**config.mk**
```make
export PLATFORM = sky130hd
export DESIGN_NAME = serial_adder_ctrl
export DESIGN_NICKNAME = d
export VERILOG_FILES = /design/src/rtl/serial_adder_defs_pkg.sv /design/src/rtl/full_adder.sv /design/src/rtl/serial_adder_ctrl.sv
export SDC_FILE = /design/constraint.sdc
export NUM_CORES = 1
export LEC_CHECK = 0
export CAP_MARGIN = 25
export CORE_UTILIZATION = 38
export DETAILED_ROUTE_END_ITERATION = 10
export SETUP_SLACK_MARGIN = 0.15
export SYNTH_ARGS = -nofsm -noshare
export SYNTH_HDL_FRONTEND = slang
export SYNTH_SLANG_ARGS = --single-unit
```
**constraint.sdc**
```tcl
create_clock -name clk -period 2.2 [get_ports clk]
set_input_delay 0.22 -clock clk [delete_from_list [all_inputs] [get_ports clk]]
set_output_delay 0.22 -clock clk [all_outputs]
set_load 0.1 [all_outputs]
```
**src/rtl/serial_adder_defs_pkg.sv**
```systemverilog
// Shared definitions for the bit-serial adder: FSM state encoding and
// helpers that size the bit counter.
package serial_adder_defs;

  localparam logic [1:0] S_IDLE = 2'b00;
  localparam logic [1:0] S_RUN  = 2'b01;
  localparam logic [1:0] S_DONE = 2'b10;

  function automatic int clog2(input int value);
    int r;
    r = 0;
    while ((1 << r) < value) r++;
    return r;
  endfunction

  // The counter keeps at least one bit so a WIDTH=1 build still has one.
  function automatic int cnt_width(input int width);
    return (clog2(width) < 1) ? 1 : clog2(width);
  endfunction

endpackage

```
**src/rtl/full_adder.sv**
```systemverilog
// One-bit full adder; the only arithmetic in the serial adder.
module full_adder (
  input  logic a,
  input  logic b,
  input  logic cin,
  output logic sum,
  output logic cout
);

  assign sum  = a ^ b ^ cin;
  assign cout = (a & b) | (cin & (a ^ b));

endmodule

```
**src/rtl/serial_adder_ctrl.sv**
```systemverilog
// Bit-serial WIDTH-bit adder: one full adder walked LSB first over WIDTH
// cycles, with a start/busy/done handshake and registered sum/cout.
module serial_adder_ctrl
  import serial_adder_defs::*;
#(
  parameter int WIDTH = 8
) (
  input  logic             clk,
  input  logic             rst,
  input  logic             start,
  input  logic [WIDTH-1:0] a,
  input  logic [WIDTH-1:0] b,
  input  logic             cin,
  output logic             busy,
  output logic             done,
  output logic [WIDTH-1:0] sum,
  output logic             cout
);

  localparam int CW = cnt_width(WIDTH);

  logic [1:0]       state;
  logic [WIDTH-1:0] op_a;
  logic [WIDTH-1:0] op_b;
  logic [WIDTH-1:0] res;
  logic [WIDTH-1:0] res_next;
  logic             carry;
  logic [CW-1:0]    cnt;
  logic             fa_sum;
  logic             fa_cout;
  logic             last;
  logic             accept;

  full_adder u_fa (
    .a    (op_a[0]),
    .b    (op_b[0]),
    .cin  (carry),
    .sum  (fa_sum),
    .cout (fa_cout)
  );

  // New sum bit enters at the MSB so the LSB-first result ends up aligned.
  generate
    if (WIDTH == 1) begin : g_res_w1
      assign res_next = fa_sum;
    end else begin : g_res_wn
      assign res_next = {fa_sum, res[WIDTH-1:1]};
    end
  endgenerate

  assign last   = (cnt == CW'(WIDTH - 1));
  assign accept = start && ((state == S_IDLE) || (state == S_DONE));
  assign busy   = (state == S_RUN);
  assign done   = (state == S_DONE);

  always_ff @(posedge clk) begin
    if (rst) begin
      state <= S_IDLE;
      op_a  <= '0;
      op_b  <= '0;
      res   <= '0;
      carry <= 1'b0;
      cnt   <= '0;
      sum   <= '0;
      cout  <= 1'b0;
    end else begin
      case (state)
        S_IDLE, S_DONE: begin
          if (accept) begin
            op_a  <= a;
            op_b  <= b;
            carry <= cin;
            cnt   <= '0;
            state <= S_RUN;
          end else begin
            state <= S_IDLE;
          end
        end
        S_RUN: begin
          carry <= fa_cout;
          res   <= res_next;
          op_a  <= op_a >> 1;
          op_b  <= op_b >> 1;
          if (last) begin
            sum   <= res_next;
            cout  <= fa_cout;
            state <= S_DONE;
          end else begin
            cnt <= cnt + CW'(1);
          end
        end
        default: state <= S_IDLE;
      endcase
    end
  end

endmodule

```
==> impl_metrics.env, run 1 <==
export IMPL_synthAdderAreaFrac_pct=2.97
export IMPL_diodes=0
export IMPL_worst_pin_slew_ns=0.513
export IMPL_finalHoldViolCount=0
export IMPL_comb_power_share_pct=12.3
export IMPL_tritoncts="done"
export IMPL_yosys_warnings=0
export IMPL_rows=22
export IMPL_grt_overflow=0
export IMPL_die_area_mm2=0.00425
export IMPL_setup_ws_ns=0.461
export IMPL_power_leakage_nw=0.732
export IMPL_cts_buffer_depth=2
export IMPL_synthCells=188
export IMPL_cp_max_fo=17
export IMPL_period_minus_slack_ns=1.74
export IMPL_dp_cells=257
export IMPL_ctsRootBufferMaster="clkbuf_8"
export IMPL_ios=31
export IMPL_synth_nets=211
export IMPL_setup_violations=0
export IMPL_drc=0
export IMPL_rsz0062_at_grt="no"
export IMPL_instances_no_fill=265
export IMPL_vdd_ir_drop_max_v=0.000379
export IMPL_cts_repair_resized=0
export IMPL_period_share_pct=79.0
export IMPL_p_per_area_mw_per_mm2=752
export IMPL_first_pass_iters=4
export IMPL_tns_ns=0
export IMPL_grt_pass1_wl_um=5310
export IMPL_ys_types=17
export IMPL_muxShareOfSynthArea_pct=0
export IMPL_cp_arrival_ns=1.52
export IMPL_ys_ff_latch=38
export IMPL_gr_usage_all_layers_pct=16.3
export IMPL_crit_slowest_cell="clkinv_1"
export IMPL_synth_area_mm2=0.00152
export IMPL_wire_per_inst_um=11.4
export IMPL_die_w_um=65.2
export IMPL_cts_sinks=38
export IMPL_dp_hpwl_um=2100
export IMPL_post_cts_buffers=0
export IMPL_drtAntennaViolNets=0
export IMPL_cp_end_kind="output pin"
export IMPL_grt_pass1_vias=1253
export IMPL_avgSynthCellArea_um2=8.07
export IMPL_die_y_um=65.2
export IMPL_dpl_worst_slack_ns=0.582
export IMPL_cts_buffers=5
export IMPL_synth_simple_gate_area_share_pct=26.3
export IMPL_synth_seq_area_share_pct=50.2
export IMPL_wl_um=3020
export IMPL_globalplace_congestion=0.696
export IMPL_clk_latency_ns=0.28
export IMPL_slew_viol_final=0
export IMPL_grt_max_degree=40
export IMPL_p_clk_share_pct=36.7
export IMPL_synth_top_family_by_area="simple AND/OR/NAND/NOR gates"
export IMPL_path_class="reg -> out"
export IMPL_relSlewSlack_pct=65.7
export IMPL_synth_compound_area_share_pct=15.9
export IMPL_drive_above_1_share_pct=11.1
export IMPL_drt_iter0_drc=97
export IMPL_start_util_pct=40.5
export IMPL_seqCellArea_um2=761
export IMPL_fmax_ghz=0.575
export IMPL_cts_hold_buf=0
export IMPL_outcome="finished, final reports clean"
export IMPL_via_per_inst=5.09
export IMPL_synth_xor_area_share_pct=0
export IMPL_via_count=1350
export IMPL_multiInputGateArea_um2=686
export IMPL_cp_cell_sequence="nand2b_1 -> clkinv_1 -> buf_12"
export IMPL_hold_class="reg -> reg"
export IMPL_h_tree_depth=2
export IMPL_worst_setup_path_start_kind="flop"
export IMPL_clk_pin_slew_ns=0.07
export IMPL_nets=239
export IMPL_power_net_switching_mw=0.342
export IMPL_area_growth_pct=28.1
export IMPL_fillers=387
export IMPL_swShare_pct=23.4
export IMPL_slowest_delay_ns=0.39
export IMPL_place_port_buffers=30
export IMPL_seq_power_share_pct=51.0
export IMPL_required_ns=1.98
export IMPL_clock_skew_ns=0.00368
export IMPL_p_int_mw=1.12
export IMPL_cap_violations=0
export IMPL_core_mm2=0.00374
export IMPL_antenna_found_initial=0
-- area by class of cell --
| cell class | count | area share, % |
|---|---|---|
| Multi-Input combinational cell | 135 | 35.3 |
| Inverter | 1 | 0.193 |
| Clock buffer | 8 | 5.67 |
| Sequential cell | 38 | 39.2 |
| Tap cell | 48 | 3.09 |
| Timing Repair Buffer | 35 | 16.6 |
-- cells by family (layout without fill, tap and decap cells) --
family / after synthesis / after routing
adders and majority gates: 3 / 3
and+or+nand+nor: 95 / 95
DFF: 38 / 38
AOI/OAI and AO/OA: 37 / 37
buffers and inverters: 15 / 44
-- through the flow --
| step | utilization (%) | area (um2) | hold slack [ns] | total power, mW |
|---|---|---|---|---|
| 6_report | 51.9 | 1940 | 0.459 | 1.46 |
| 5_1_grt | 51.9 | 1940 | 0.482 | 1.53 |
| 4_1_cts | 51.9 | 1940 | 0.463 | 1.48 |
| 3_5_place_dp | 49.0 | 1830 | 0.453 | 0.940 |
| 3_3_place_gp | 49.0 | 1830 | 0.444 | 0.934 |
| 2_1_floorplan | - | 1520 | 0.356 | 0.873 |
-- power groups by stage --
stage	Combinational (mW)	Sequential, mW	Clock (mW)
floorplan	0.118	0.755	0
global placement	0.176	0.758	0
detailed placement	0.180	0.760	0
CTS	0.181	0.744	0.552
global route	0.201	0.750	0.581
finish	0.179	0.745	0.537
-- layout by cell type (no fill, tap or decap), drive strengths merged --
master | Yosys | final
a21oi | 22 | 22
a311oi | 15 | 15
buf | 9 | 16
clkbuf | 5 | 8
clkdlybuf4s50 | 0 | 19
clkinv | 1 | 1
dfxtp | 38 | 38
fa | 1 | 1
ha | 2 | 2
nand2 | 57 | 57
nand2b | 3 | 3
nand3 | 14 | 14
nand3b | 1 | 1
nor2 | 16 | 16
nor2b | 2 | 2
nor3b | 1 | 1
or3b | 1 | 1
-- state kept, by name, indices dropped and copies added, names as in the netlist --
signal	count
cout	1
op_b	8
sum	8
op_a	8
res	7
carry	1
state	2
cnt	3
-- critical path: cells and delay by family (launching register included) --
kind,cells,cell delay [ns]
flip-flops,1,0.37
buffers and inverters,2,0.72
AND/OR/NAND/NOR,1,0.14
-- synthesized netlist by cell type --
| cell type | n | area, um2 |
|---|---|---|
| a21oi_1 | 22 | 110 |
| a311oi_1 | 15 | 131 |
| buf_2 | 8 | 40.0 |
| buf_4 | 1 | 7.51 |
| clkbuf_1 | 5 | 18.8 |
| clkinv_1 | 1 | 3.75 |
| dfxtp_1 | 38 | 761 |
| fa_1 | 1 | 20.0 |
| ha_1 | 2 | 25.0 |
| nand2_1 | 57 | 214 |
| nand2b_1 | 3 | 18.8 |
| nand3_1 | 14 | 70.1 |
| nand3b_1 | 1 | 7.51 |
| nor2_1 | 16 | 60.1 |
| nor2b_1 | 2 | 12.5 |
| nor3b_1 | 1 | 7.51 |
| or3b_1 | 1 | 8.76 |
-- layer usage --
metal	global-route usage [%]	vias to the layer above	wire length, um
met5	0	-	0
met4	6.52	0	47
met3	4.51	6	162
met2	27.6	41	1430
met1	19.2	613	1380
li1	-	690	-
-- worst paths after layout --
check	startpoint	endpoint	slack, ns	depth (start not counted)
max	state[1]$_SDFFE_PP0P_	busy	0.46	3
min	sum[4]$_SDFFE_PP0P_	sum[4]$_SDFFE_PP0P_	0.46	2
max reg2reg	cnt[0]$_SDFFE_PP0P_	sum[3]$_SDFFE_PP0P_	0.58	5
min reg2reg	sum[4]$_SDFFE_PP0P_	sum[4]$_SDFFE_PP0P_	0.46	2
Note: power is estimated with default switching activity, not from simulation.
==> inputs of run 2 (changes only) <==
- clock period: 2.2 -> 1.4 ns (I/O delays scaled with it)
==> run 2 against run 1 <==
Compared with the run above: global-route usage grew 0.72 points; die area is the same; register-to-register slack lost 0.52 ns; critical path depth grew 2; non-clock buffer count grew 13; clock power grew 28%; total power grew 54%; via count grew 5.0%; design area grew 20%; setup slack lost 0.40 ns; critical path type is now reg -> reg; largest cell class is now multi-input gates.
==> impl_metrics.env, run 2 (synthesis gave the netlist of run 1 again) <==
export IMPL_outcome="finished, final reports clean"
export IMPL_start_util_pct=40.5
export IMPL_wl_um=3540
export IMPL_finalPower_mw=2.25
export IMPL_core_mm2=0.00374
export IMPL_tritoncts="done"
export IMPL_period_minus_slack_ns=1.34
export IMPL_drive_above_1_share_pct=25.8
export IMPL_grt_overflow=0
export IMPL_setup_violations=0
export IMPL_place_port_buffers=30
export IMPL_drc=0
export IMPL_clock_skew_ns=0.00531
export IMPL_path_class="reg -> reg"
export IMPL_grt_pass1_wl_um=5550
export IMPL_cp_end_kind="flop"
export IMPL_power_leakage_nw=0.859
export IMPL_antenna_found_initial=0
export IMPL_grt_pass1_vias=1240
export IMPL_worst_pin_slew_ns=0.251
export IMPL_rows=22
export IMPL_cts_buffer_depth=2
export IMPL_via_per_inst=5.12
export IMPL_required_ns=1.56
export IMPL_period_share_pct=95.7
export IMPL_nets=252
export IMPL_worst_setup_path_start_kind="flop"
export IMPL_area_growth_pct=53.4
export IMPL_cp_cell_sequence="ha_4 -> ha_4 -> or3b_4 -> nand3_1 -> a21oi_1"
export IMPL_top_regs="op_a x8, op_b x8, sum x8"
export IMPL_finish_utilization_pct=62.1
export IMPL_dp_cells=261
export IMPL_die_y_um=65.2
export IMPL_grt_max_degree=37
export IMPL_die_area_mm2=0.00425
export IMPL_ios=31
export IMPL_p_per_area_mw_per_mm2=969
export IMPL_fmax_ghz=0.746
export IMPL_fillers=328
export IMPL_cp_common_cell="ha_4"
export IMPL_cts_buffers=5
export IMPL_finalHoldViolCount=0
export IMPL_diodes=0
export IMPL_dp_hpwl_um=2260
export IMPL_globalplace_congestion=0.737
export IMPL_cts_sinks=38
export IMPL_final_common_cell="nand2_1"
export IMPL_drtAntennaViolNets=0
export IMPL_vdd_ir_drop_max_v=0.000559
export IMPL_cp_max_fo=4
export IMPL_die_w_um=65.2
export IMPL_ctsRootBufferMaster="clkbuf_8"
export IMPL_instances_no_fill=277
export IMPL_h_tree_depth=2
export IMPL_crit_slowest_cell="or3b_4"
export IMPL_cap_violations=0
export IMPL_slowest_delay_ns=0.40
export IMPL_hold_class="in -> reg"
export IMPL_via_count=1417
export IMPL_slew_viol_final=0
export IMPL_wire_per_inst_um=12.8
export IMPL_rsz0062_at_grt="yes"
export IMPL_cp_arrival_ns=1.50
export IMPL_clk_latency_ns=0.28
export IMPL_final_cell_mix="nand2_1 (57), dfxtp_1 (34), a21oi_1 (22), clkdlybuf4s50_1 (19), nor2_1 (16)"
export IMPL_gr_usage_all_layers_pct=17.0
export IMPL_drt_iter0_drc=124
export IMPL_relSlewSlack_pct=83.2
export IMPL_clk_pin_slew_ns=0.07
export IMPL_first_pass_iters=4
==> run 2: metrics by stage <==
stage / area (um2) / TNS, ns / hold slack, ns / worst slack [ns]
2_1_floorplan: 1570 / 0 / 0.276 / 0.126
3_3_place_gp: 2040 / 0 / 0.444 / 0.00932
3_5_place_dp: 2040 / -0.741 / 0.454 / -0.0842
4_1_cts: 2210 / 0 / 0.403 / 0.0702
5_1_grt: 2330 / 0 / 0.413 / 0.0274
6_report: 2330 / 0 / 0.407 / 0.0600
==> run 2: final timing paths <==
path,from,to,slack (ns),cells after the start
max reg2reg,cnt[1]$_SDFFE_PP0P_,cnt[0]$_SDFFE_PP0P_,0.06,5
min reg2reg,res[1]$_SDFFE_PP0P_,res[1]$_SDFFE_PP0P_,0.47,2
min,a[7],op_a[7]$_SDFFE_PP0P_,0.41,3
max,cnt[1]$_SDFFE_PP0P_,cnt[0]$_SDFFE_PP0P_,0.06,5
==> run 2: area by class of cell <==
class                           instances  area (um2)  share of cell area (%)
Sequential cell                        38         768                    33.0
Timing Repair Buffer                   48         606                    26.0
Multi-Input combinational cell        135         810                    34.8
Tap cell                               48        60.1                    2.58
Clock buffer                            5        68.8                    2.96
Inverter                                1        3.75                   0.161
Clock inverter                          2        10.0                   0.430
==> run 2: power breakdown <==
group          switching [mW]  total [mW]  internal, mW
sequential             0.0346        1.17          1.14
combinational           0.200       0.395         0.195
clock                   0.354       0.688         0.334
==> run 2: critical path: cells and delay by family (launching register included) <==
family,cells,cell delay (ns)
simple gates,2,0.49
fa+ha+maj,2,0.33
compound gates,1,0.06
flops,1,0.34
==> run 2: routing by layer <==
metal / wire length, um / track usage [%] / share of wire (%) / vias up
met1: 1610 / 20.5 / 46 / 656
li1: - / - / - / 721
met2: 1710 / 27.4 / 48 / 34
met4: 66 / 9.51 / 1.9 / 0
met5: 0 / 0 / 0 / -
met3: 149 / 4.17 / 4.2 / 6
==> run 2: what timing repair did <==
item / in CTS / in global routing
setup buffers: 5 / 1
hold buffers: 0 / 0
endpoints found under the setup margin: 29 / 28
pin swaps: 0 / 2
cloned: 1 / 2
gates resized for setup: 15 / 15
hold endpoints to repair: 0 / 0
==> inputs of run 3 (changes only) <==
- CTS_CLUSTER_DIAMETER: not set -> 40
==> results of run 3 <==
No change in the layout: final DEF, timing and power equal those of run 2.
